==> src/rtl/alu_sys_pkg.sv <==
// Shared types and helpers for the ALU result path into the UART TX FIFO.
package alu_sys_pkg;

  typedef enum logic {
    IDLE = 1'b0,
    SEND = 1'b1
  } state_t;

  localparam int BYTE_W = 8;

  function automatic int num_bytes(input int width);
    return (2 * width) / BYTE_W;
  endfunction

endpackage

==> src/rtl/alu_result_sender.sv <==
// Captures an ALU result on a rising edge of OUT_VALID and streams it
// LSB-byte-first into the TX FIFO, honouring FIFO_FULL back-pressure.
module alu_result_sender #(
  parameter int WIDTH  = 16,
  parameter int BYTE_W = 8
) (
  input  logic               clk,
  input  logic               RST,
  input  logic [2*WIDTH-1:0] ALU_OUT,
  input  logic               OUT_VALID,
  input  logic               FIFO_FULL,
  output logic [BYTE_W-1:0]  WR_DATA,
  output logic               WR_INC,
  output logic               BUSY,
  output logic               DROP_FLAG
);
  import alu_sys_pkg::*;

  localparam int NUM_BYTES = num_bytes(WIDTH);
  localparam int IDX_W     = (NUM_BYTES > 1) ? $clog2(NUM_BYTES) : 1;
  localparam logic [IDX_W-1:0] LAST_IDX = IDX_W'(NUM_BYTES - 1);

  generate
    if ((2 * WIDTH) % 8 != 0) begin : g_width_check
      $error("alu_result_sender: 2*WIDTH must be a multiple of 8");
    end
  endgenerate

  state_t             state_reg;
  logic [2*WIDTH-1:0] hold_reg;
  logic [IDX_W-1:0]   byte_idx;
  logic               valid_d;
  logic               drop_reg;

  logic [BYTE_W-1:0]  byte_lane [NUM_BYTES];
  logic               new_res;
  logic               sending;
  logic               wr_fire;
  logic               last_wr;

  generate
    for (genvar gi = 0; gi < NUM_BYTES; gi++) begin : g_lane
      assign byte_lane[gi] = hold_reg[gi*BYTE_W +: BYTE_W];
    end
  endgenerate

  // Outputs are gated by RST so an in-flight transfer stops writing in the reset cycle itself.
  assign new_res = OUT_VALID & ~valid_d;
  assign sending = (state_reg == SEND) & ~RST;
  assign wr_fire = sending & ~FIFO_FULL;
  assign last_wr = wr_fire & (byte_idx == LAST_IDX);

  assign WR_INC    = wr_fire;
  assign WR_DATA   = sending ? byte_lane[byte_idx] : '0;
  assign BUSY      = sending;
  assign DROP_FLAG = drop_reg;

  always_ff @(posedge clk) begin
    if (RST) begin
      state_reg <= IDLE;
      hold_reg  <= '0;
      byte_idx  <= '0;
      valid_d   <= 1'b0;
      drop_reg  <= 1'b0;
    end else begin
      valid_d  <= OUT_VALID;
      drop_reg <= 1'b0;
      case (state_reg)
        IDLE: begin
          if (new_res) begin
            hold_reg  <= ALU_OUT;
            byte_idx  <= '0;
            state_reg <= SEND;
          end
        end
        SEND: begin
          if (last_wr) begin
            // A result arriving with the final write chains straight into the next transfer.
            if (new_res) begin
              hold_reg <= ALU_OUT;
              byte_idx <= '0;
            end else begin
              state_reg <= IDLE;
            end
          end else begin
            if (wr_fire) begin
              byte_idx <= byte_idx + 1'b1;
            end
            if (new_res) begin
              drop_reg <= 1'b1;
            end
          end
        end
        default: state_reg <= IDLE;
      endcase
    end
  end

endmodule

==> config.mk <==
export PLATFORM = sky130hd
export DESIGN_NAME = alu_result_sender
export DESIGN_NICKNAME = d
export VERILOG_FILES = /design/src/rtl/alu_sys_pkg.sv /design/src/rtl/alu_result_sender.sv
export SDC_FILE = /design/constraint.sdc
export NUM_CORES = 1
export LEC_CHECK = 0
export ABC_AREA = 1
export BUFFER_PORTS_ARGS = -buffer_cell sky130_fd_sc_hd__buf_2
export CORE_MARGIN = 4
export CORE_UTILIZATION = 50
export DETAILED_ROUTE_END_ITERATION = 6
export PLACE_DENSITY = 0.84
export SYNTH_ARGS = -nofsm -noshare
export SYNTH_HDL_FRONTEND = slang
export SYNTH_SLANG_ARGS = --single-unit
==> constraint.sdc <==
create_clock -name clk -period 1.6 [get_ports clk]
set_input_delay 0.08 -clock clk [delete_from_list [all_inputs] [get_ports clk]]
set_output_delay 0.08 -clock clk [all_outputs]
set_load 0.005 [all_outputs]
# Word-level counts from Yosys, hierarchy flattened
# Cells that the tools add are included.
dict set report word_totals {
  reg_bits 37
  inputBits 36
  output_inout_bits 11
}
dict set report classes {
  addsub 1
  order_cmp 1
  n_eq_ne 3
  mux 14
  n_bitwise 9
  reduce_logical 1
}
# op count
set ops {}
lappend ops {{two-way mux 32 bit} 2}
lappend ops {{one-hot mux 32 bit (2 select lines)} 1}
lappend ops {{two-way mux 8 bit} 3}
lappend ops {{binary-select mux 8 bit (select 2 bit)} 1}
lappend ops {{two-way mux 2 bit} 3}
lappend ops {{bitwise AND 1 bit} 4}
lappend ops {{NOT 1 bit} 4}
lappend ops {{one-hot mux 2 bit (2 select lines)} 1}
lappend ops {{>= comparator 3 bit (second input constant)} 1}
lappend ops {{!= test 3 x 1 -> 1 bit (second input constant)} 1}
lappend ops {{NOT 2 -> 3 bit} 1}
lappend ops {{OR reduction 3 bit} 1}
lappend ops {{adder 2 x 1 -> 2 bit (second input constant)} 1}
lappend ops {{equality test 2 bit (second input constant)} 1}
lappend ops {{two-way mux 1 bit} 2}
lappend ops {{!= test 2 x 1 -> 1 bit (second input constant)} 1}
lappend ops {{one-hot mux 1 bit (2 select lines)} 1}

# Depth between registers and ports, before layout
dict set report logic_depth {
  word_depth 6
  depth_mapped 7
}

# Worst setup path before layout
# Ideal clock, no wire load.
dict set report synth_timing {
  path_kind {register to register}
  from {register byte_idx[0]}
  to {register hold_reg[0]}
  setup_ps 111
  arrival_ps 1133
  required_time_ps 1489
  slack_ps 356
  path_stages_with_launch 8
  cell_sequence {dfxtp_1 -> ha_1 -> nand4_4 -> nand2_1 -> buf_4 -> nand3_1 -> nand2_1 -> nor2_1}
}
dict set report synth_via {
  elab_chain_len 3
}
# item line_no
set synth_rtl {}
lappend synth_rtl {{start, declared} alu_result_sender.sv:31} ;# logic [IDX_W-1:0] byte_idx;
lappend synth_rtl {{start signal, assigned} alu_result_sender.sv:87} ;# byte_idx <= byte_idx + 1'b1;
lappend synth_rtl {{equality test 2 bit} alu_result_sender.sv:51} ;# assign last_wr = wr_fire & (byte_idx == LAST_IDX);
lappend synth_rtl {{bitwise AND 1 bit} alu_result_sender.sv:51}
lappend synth_rtl {{!= test 2 x 1 -> 1 bit (no line)} -}
lappend synth_rtl {{end signal, assigned} alu_result_sender.sv:61} ;# hold_reg <= '0;
lappend synth_rtl {{end signal, assigned} alu_result_sender.sv:71} ;# hold_reg <= ALU_OUT;
lappend synth_rtl {{end signal, assigned} alu_result_sender.sv:80} ;# hold_reg <= ALU_OUT;
lappend synth_rtl {{end, declared} alu_result_sender.sv:30} ;# logic [2*WIDTH-1:0] hold_reg;
# No other way between the ends.
# A chain may end at the register's enable or synchronous reset.

# Final worst setup path
dict set report layout_timing {
  from {register byte_idx[0]}
  to {output port WR_DATA[6]}
}
dict set report layout_via {
  elab_chain_len 5
}
# item line_no
set layout_rtl {}
lappend layout_rtl {{NOT 2 -> 3 bit (not written as such)} alu_result_sender.sv:54} ;# assign WR_DATA = sending ? byte_lane[byte_idx] : '0;
lappend layout_rtl {{binary-select mux 8 bit (select 2 bit)} alu_result_sender.sv:54}
lappend layout_rtl {{two-way mux 8 bit (not written as such) (2 in series)} alu_result_sender.sv:54}
lappend layout_rtl {{two-way mux 8 bit} alu_result_sender.sv:54}
lappend layout_rtl {{end, declared} alu_result_sender.sv:12} ;# output logic [BYTE_W-1:0] WR_DATA,
# No other way between the ends. The select of a mux whose other input is x is not followed.

==> results.cfg <==
[cts]
clk_pin_slew_ns = 0.07
cts_htree_levels = 2
clock_tree.root_cell = clkbuf_8
cts_tree = built
cts_made_buffers = 5
clock_sinks = 37
max-clock-path-buffers = 2
cts_hold_buf = 0
post_cts_buffers = 0
clock_latency_ns = 0.29

[critical_path]
worstSetupStartpointType = flip-flop
endpoint_kind = primary output
reg2regPathDepth = 8
worstPathArrival_ns = 1.40
cp.required_ns = 1.52
path_class = flip-flop to primary output
cp_max_fo = 9

[sta]
period_share_pct = 92.8
drv_slew = 0
fin_hold_ws_ns = 0.00779
final.setup.tns_ns = 0
rsz0062_at_grt = false
max_slew.worst_pin.slew_ns = 0.336
setup_violations = 0
max_freq_mhz = 674
period_needed_ns = 1.48
fin_worst_skew_ns = 0.00445
hold_viol = 0
slew_headroom_pct = 77.6

[die]
start_util_pct = 51.6
ios = 47
die-area_sq_um = 4830
std_cell_rows = 22
die_x_microns = 69.5
placeableCoreArea_sq_um = 3660
die_y_microns = 69.5

[final_layout]
multiInputGateArea_sq_um = 896
areaGrowthSynthToFinish_pct = 20.9
antenna_cells = 0
nets = 387
largest_reg_flops = 32
fill_cells = 338
regArea_sq_um = 742
drive_above_1_share_pct = 20.3
fin_cells = 398

[yosys]
yosys.area.top_type = dfxtp_1
synth_cells = 302
synth_top_area_share_pct = 39.2
synth.avg_cell_area_sq_um = 6.26
netlist_area_sq_um = 1890
yosysSeqAreaShare_pct = 39.2
yosysWarnings = 0
synth.area.top_cells = dfxtp_1 39%, nor2_1 20%, nand3_1 9.0%
ys_ff_latch = 37
synthDistinctLibCells = 18
syn_nets = 339

[pwr]
leakagePower_nw = 1.22
total_power_mw = 2.06
vdd_ir_drop_max_mv = 0.579
p_per_area_nw_per_um2 = 901

[grt]
grt_overflow_total = 0
grt_pass1_wl_microns = 7390
grt_usage_pct = 19.0
grt_pass1_vias = 1734
antenna_found_initial = 0
grt_start_max_net_pins = 19

[job]
max-cap-violations = 0

[route]
vias = 1935
drt_iter0_markers = 150
totalWireLength_microns = 4420
ant_nets = 0
drc = 0
wire_per_inst_microns = 11.1
firstDrtPassIters = 4
via_per_inst = 4.86

[placement]
place.gp.congestion = 0.825
io_buffers = 46
place_hpwl_microns = 3160
post-place-cells = 390

[run_status]
outcome = complete, no violations

[worst_hold_path]
hold_depth = 2
min_path_type = input pin to flip-flop
==> per-stage QoR <==
step	setup slack (ns)	util, %	area (sq um)
after floorplan	0.356	-	1890
after global placement	0.257	59.0	2160
after detailed placement	0.255	59.0	2160
after CTS	0.0174	61.4	2250
after global routing	0.00256	62.4	2280
final	0.116	62.4	2280
==> repair_timing <==
action                     4_1_cts  5_1_grt
setup endpoints to repair        8        8
resized for setup                2        7
gates cloned                     0        1
==> layout by cell type (no fill, tap or decap), drive strengths merged <==
master / Yosys / final
nand3: 34 / 34
nand2: 41 / 41
nand4: 1 / 1
ha: 1 / 1
nor2: 103 / 103
a21oi: 10 / 10
dfxtp: 37 / 37
o21ai: 17 / 17
buf: 12 / 56
inv: 41 / 42
clkbuf: 4 / 8
==> cell type report <==
cell class / count / area share [%]
inverters: 42 / 7.12
clock buffers: 7 / 3.78
well taps: 48 / 2.63
repair buffers: 57 / 14.8
flip-flops and latches: 37 / 32.5
multi-input cells: 207 / 39.2
==> cells in the mapped netlist, drive strengths merged <==
cell	n
nand3	34
ha	1
a21oi	10
nand2	41
nor2	103
clkinv	1
dfxtp	37
inv	41
buf	12
clkbuf	4
o21ai	17
nand4	1
==> logic make-up (layout without fill, tap and decap cells) <==
| kind of cell | Yosys count | after routing | synth area share [%] |
|---|---|---|---|
| adders and majority gates | 1 | 1 | 0.662 |
| and+or+nand+nor | 179 | 179 | 38.9 |
| AOI/OAI and AO/OA | 27 | 27 | 7.75 |
| DFF | 37 | 37 | 39.2 |
| buffers and inverters | 58 | 106 | 13.5 |
==> worst paths after layout <==
kind	startpoint	to	slack [ns]
worst max-delay path	byte_idx[0]	WR_DATA[6]	0.12
worst min-delay path	RST	state_reg	0.008
worst max register to register	byte_idx[0]	byte_idx[0]	0.16
worst min register to register	hold_reg[24]	hold_reg[24]	0.47
==> power by group <==
part / internal (mW) / total (mW) / switching (mW) / leakage (nW)
clock network: 0.341 / 0.656 / 0.314 / 0.0443
registers: 0.994 / 1.03 / 0.0408 / 0.306
logic: 0.155 / 0.369 / 0.214 / 0.868
==> worst max-delay path, cell delays in order, from the launching register on <==
cell	delay, ns
dfxtp_2	0.39
buf_8	0.15
nor2_1	0.05
nor2_1	0.11
o21ai_0	0.10
a21oi_1	0.17
buf_2	0.14
==> layer usage <==
metal  wire (microns)  up-vias  track usage, %  share of wire (%)
met1             1870      849            22.8                 42
met5                0        -               0                  0
met2             2130       70            31.3                 48
li1                 -     1009               -                  -
met4               71        0            8.24                1.6
met3              342        7            5.94                7.7
Note: power is estimated with default switching activity, not from simulation.
